<file path="config.mk">
export PLATFORM = sky130hd
export DESIGN_NAME = pipeline_output_fifo
export DESIGN_NICKNAME = d
export VERILOG_FILES = /design/src/rtl/pipeline_output_fifo.sv
export SDC_FILE = /design/constraint.sdc
export NUM_CORES = 1
export LEC_CHECK = 0
export CORE_MARGIN = 5
export CORE_UTILIZATION = 50
export CTS_CLUSTER_DIAMETER = 50
export DETAILED_ROUTE_END_ITERATION = 7
export PLACE_DENSITY = 0.87
export SLEW_MARGIN = 20
export SYNTH_ARGS = -nofsm -noshare
export SYNTH_HDL_FRONTEND = slang
export SYNTH_SLANG_ARGS = --single-unit
</file>
<file path="constraint.sdc">
create_clock -name clk -period 2.2 [get_ports clk]
set_input_delay 0.44 -clock clk [delete_from_list [all_inputs] [get_ports clk]]
set_output_delay 0.44 -clock clk [all_outputs]
set_load 0.01 [all_outputs]
</file>
<file path="src/rtl/pipeline_output_fifo.sv">
// Credit-tracking output FIFO for a valid-only pipeline: captures output beats and re-presents them ready/valid.
// Optional same-cycle bypass when empty: define PIPELINE_OUTPUT_FIFO_BYPASS_EN.
module pipeline_output_fifo #(
  parameter int WIDTH = 32,
  parameter int DEPTH = 4
) (
  input  logic                       clk,
  input  logic                       rst_n,
  input  logic                       i_issue,
  input  logic [WIDTH-1:0]           i_in_data,
  input  logic                       i_in_valid,
  output logic [WIDTH-1:0]           o_out_data,
  output logic                       o_out_valid,
  input  logic                       i_out_ready,
  output logic                       o_can_issue,
  output logic [$clog2(DEPTH+1)-1:0] o_count,
  output logic                       o_protocol_err
);

  localparam int CW = $clog2(DEPTH+1);
  localparam int PW = (DEPTH > 1) ? $clog2(DEPTH) : 1;
  localparam logic [CW-1:0] FULL = CW'(DEPTH);
  localparam logic [PW-1:0] LAST = PW'(DEPTH-1);

  logic [WIDTH-1:0] r_mem [DEPTH];
  logic [PW-1:0]    r_wr, r_rd;
  logic [CW-1:0]    r_count, r_infl;
  logic             r_err;

  logic w_empty, w_full, w_pop, w_push, w_byp, w_byp_take;

  assign w_empty = (r_count == '0);
  assign w_full  = (r_count == FULL);
  assign w_pop   = !w_empty && i_out_ready;

`ifdef PIPELINE_OUTPUT_FIFO_BYPASS_EN
  assign w_byp       = w_empty && i_in_valid;
  assign w_byp_take  = w_byp && i_out_ready;
  assign o_out_valid = !w_empty || w_byp;
  assign o_out_data  = w_byp ? i_in_data : r_mem[r_rd];
`else
  assign w_byp       = 1'b0;
  assign w_byp_take  = w_byp;
  assign o_out_valid = !w_empty;
  assign o_out_data  = r_mem[r_rd];
`endif

  // A bypassed beat taken by the consumer never touches storage.
  assign w_push = i_in_valid && !w_byp_take && (!w_full || w_pop);

  assign o_can_issue    = ({1'b0, r_count} + {1'b0, r_infl}) < (CW+1)'(DEPTH);
  assign o_count        = r_count;
  assign o_protocol_err = r_err;

  always_ff @(posedge clk or negedge rst_n) begin
    if (!rst_n) begin
      for (int i = 0; i < DEPTH; i++) r_mem[i] <= '0;
    end else if (w_push) begin
      r_mem[r_wr] <= i_in_data;
    end
  end

  always_ff @(posedge clk or negedge rst_n) begin
    if (!rst_n) begin
      r_wr    <= '0;
      r_rd    <= '0;
      r_count <= '0;
    end else begin
      if (w_push) r_wr <= (r_wr == LAST) ? '0 : r_wr + PW'(1);
      if (w_pop)  r_rd <= (r_rd == LAST) ? '0 : r_rd + PW'(1);
      case ({w_push, w_pop})
        2'b10:   r_count <= r_count + CW'(1);
        2'b01:   r_count <= r_count - CW'(1);
        default: r_count <= r_count;
      endcase
    end
  end

  // In-flight beats saturate at both ends rather than wrap.
  always_ff @(posedge clk or negedge rst_n) begin
    if (!rst_n) begin
      r_infl <= '0;
    end else begin
      case ({i_issue, i_in_valid})
        2'b10:   if (r_infl != FULL) r_infl <= r_infl + CW'(1);
        2'b01:   if (r_infl != '0)   r_infl <= r_infl - CW'(1);
        default: r_infl <= r_infl;
      endcase
    end
  end

  always_ff @(posedge clk or negedge rst_n) begin
    if (!rst_n) begin
      r_err <= 1'b0;
    end else if ((i_issue && !o_can_issue) ||
                 (i_in_valid && r_infl == '0) ||
                 (i_in_valid && w_full && !w_pop)) begin
      r_err <= 1'b1;
    end
  end

endmodule

</file>
==> results by group <==
Run status
  • Status: complete, but fails checks
  • Failing checks: negative setup slack

Synthesis
  • Post-synthesis mux area share: 35.55%
  • Compound-Gate Fraction of Synth Area: 0.6951%
  • Seq/Total Area, Yosys: 55.21%
  • Synth Area in XOR/XNOR: 0.5561%
  • Mean Syn Cell Area: 16.41 µm²
  • Syn nets: 433
  • Unique masters post-synth: 26
  • Adder-cell share of the synthesized area: 2.622%
  • Largest family of logic cells by synthesized area: multiplexers
  • Seq cells post-synth: 139
  • Cell Area, Synth: 6300 µm²
  • Syn. warnings: 0
  • Mapped Cells: 384
  • Synth Area in Simple Gates: 2.006%

Critical path
  • CP Launch Type: flip-flop
  • CP Class: reg -> out
  • CP max stage cell: mux4_2
  • Worst-path fanout max: 5
  • Crit end category: output port
  • Crit-path leading delay family: multiplexers
  • Worst path bufs/invs: 3
  • Crit path cell chain: buf_12, buf_16, mux4_2, buf_6
  • Largest stage delay, worst path: 520 ps
  • Arrival time worst endpoint: 1790 ps
  • Critical Path RT: 1760 ps

Final layout
  • Layout area overhead: 29.12%
  • Sequential Area: 3481 µm²
  • N_diodes: 0
  • Final Non-Filler Cells: 676
  • Util after Layout: 65.25%
  • Nets: 540
  • Layout cells sized above 1: 53.17%
  • Commonest non-fill, non-tap cell in the layout: dfrtp_1
  • Layout filler cell count: 896
  • Area of the multi-input gates: 2654 µm²
  • Commonest non-fill, non-tap cells in the layout: dfrtp_1, mux2_2, clkdlybuf4s50_1, mux4_2, buf_6

Detailed routing
  • Drt total wl: 12860 µm
  • Post-route antenna net violation count: 0
  • DR pass1 iterations: 4
  • Wire length per cell: 19.02 µm
  • DRC: 0
  • Routed via count divided by cell count: 5.355
  • Vias: 3620
  • Drt initial violations: 158

Clock network
  • Maximum clock path buffer count: 2
  • CTS clk-pin slew, worst paths: 60 ps
  • # clock sinks: 139
  • Clock latency on the worst-skew pair: 410 ps
  • CTS root buffer: clkbuf_16
  • H-Tree Level Count: 4
  • Num CTS Buffers: 17
  • CTS tree: yes

Global routing
  • Number of antenna violations at the first check in global routing: 0
  • Vias in the first global route: 4187
  • GRT Total Usage: 19.31%
  • Remaining global-route overflow: 0
  • First-pass GRT wire length: 21720 µm
  • Pin count of the biggest net entering global routing: 56

Floorplan
  • Cell row count: 41
  • Initial core utilization: 50.54%
  • Die area: 14940 µm²
  • Die height: 122.2 µm
  • Die X: 122.2 µm
  • Core area: 12470 µm²
  • I/O pin cnt: 75

Power
  • VDD IR max: 0.9020 mV
  • Pwr dens: 1658 nW/µm²
  • LEAKAGE: 3.434 nW

Timing
  • Final setup fails: 17
  • Setup ws final: -34.11 ps
  • RSZ-0062 raised after global routing: true
  • Max Fclk: 0.4476 GHz
  • Fin crit share: 101.6%
  • Post-layout min period: 2234 ps
  • Slew @ Worst Pin: 367.6 ps
  • Final hold slack: 497.2 ps
  • Max-slew violation count: 0
  • Fin. Hold Viols: 0
  • Max-slew headroom: 75.49%
  • Layout Skew: 6.169 ps

Placement
  • # port buffers: 74
  • Post-DP HPWL: 8303 µm
  • DP Cell Count: 634
  • RD Place Congestion: 0.7479

Job
  • Max cap viols: 0

Hold path
  • Min-delay worst type: in -> async
[final timing paths]
| path | start | to | slack (ps) | cells past startpoint |
|---|---|---|---|---|
| worst max-delay path | r_rd[0] | o_out_data[30] | -30 | 4 |
| min in group clk | r_mem[37] | r_mem[37] | 500 | 1 |
| worst max register to register | o_count[1] | o_count[2] | 190 | 9 |
| max in group asynchronous | rst_n | r_mem[112] | 1100 | 3 |
| worst min-delay path | rst_n | o_count[0] | 500 | 2 |
| worst min register to register | r_mem[37] | r_mem[37] | 500 | 1 |
[timing repair]
item / 4_1_cts / 5_1_grt
gates cloned: 2 / 0
hold buffers: 1 / 0
pin swaps: 0 / 2
buffers inserted: 6 / 3
hold endpoints to repair: 35 / 0
endpoints found under the setup margin: 34 / 31
resized for setup: 149 / 10
[through the flow]
stage	instance area [µm²]	setup WS, ps	TNS (ps)	total power, W
4_1_cts	8088	-73.98	-1275	0.01350
3_5_place_dp	7462	-202.2	-294.7	0.01068
2_1_floorplan	6300	122.5	0	0.008106
6_report	8134	-34.11	-336.3	0.01348
3_3_place_gp	7462	-150.6	-180.6	0.01037
5_1_grt	8134	-100.7	-1893	0.01432
[cell families (layout without fill, tap and decap cells)]
group,count (synthesis),in the layout
muxes,167,167
AOI/OAI and AO/OA,7,7
adders and majority gates,12,12
xor gates and xnor gates,4,4
and+or+nand+nor,24,24
buffers and inverters,31,151
DFF,139,139
[cell usage after synthesis]
cell type	number	area share, %
ha_1	10	2.0
nor4_1	1	0.099
nor4b_4	1	0.38
nand2b_1	1	0.099
dfrtp_1	139	55
a211oi_1	1	0.12
fa_1	2	0.64
inv_1	11	0.66
a22oi_1	1	0.12
buf_6	12	2.1
or3_1	2	0.20
o21ai_0	1	0.079
a21oi_1	3	0.24
a221oi_1	1	0.14
xor2_1	3	0.42
mux2_2	134	24
nor2b_1	1	0.099
clkbuf_1	4	0.24
and3_1	1	0.099
nand2_1	6	0.36
mux4_2	32	11
nor3_1	1	0.079
nor2_1	10	0.60
buf_2	4	0.32
mux2i_1	1	0.16
xnor2_1	1	0.14
[layer usage]
| metal | up-vias | track usage, % | part of all wire (%) |
|---|---|---|---|
| met3 | 17 | 5.023 | 3.4 |
| li1 | 1633 | - | - |
| met4 | 0 | 7.558 | 1.7 |
| met2 | 65 | 32.98 | 52 |
| met1 | 1905 | 23.58 | 42 |
| met5 | - | 0 | 0 |
[power breakdown]
part | leakage, nW | switching, W | internal [W] | total (W)
combinational | 1.51 | 0.00232 | 0.00376 | 0.00608
sequential | 1.64 | 0.000710 | 0.00388 | 0.00459
clock | 0.282 | 0.00101 | 0.00180 | 0.00281
total | 3.43 | 0.00404 | 0.00945 | 0.0135
[final cells by class]
cell class / count / share of cell area [%]
repair buffers: 108 / 14.31
inverters: 11 / 0.5076
clock inverters: 8 / 1.446
multi-input cells: 214 / 32.63
well taps: 172 / 2.646
clock buffers: 24 / 5.676
flip-flops and latches: 139 / 42.79
[flip-flops by register name, summed over array words and instances, names as in the netlist]
signal,count
o_protocol_err,1
r_infl,3
r_rd,2
r_mem,128
r_wr,2
o_count,3
(Power assumes the default switching activity.)
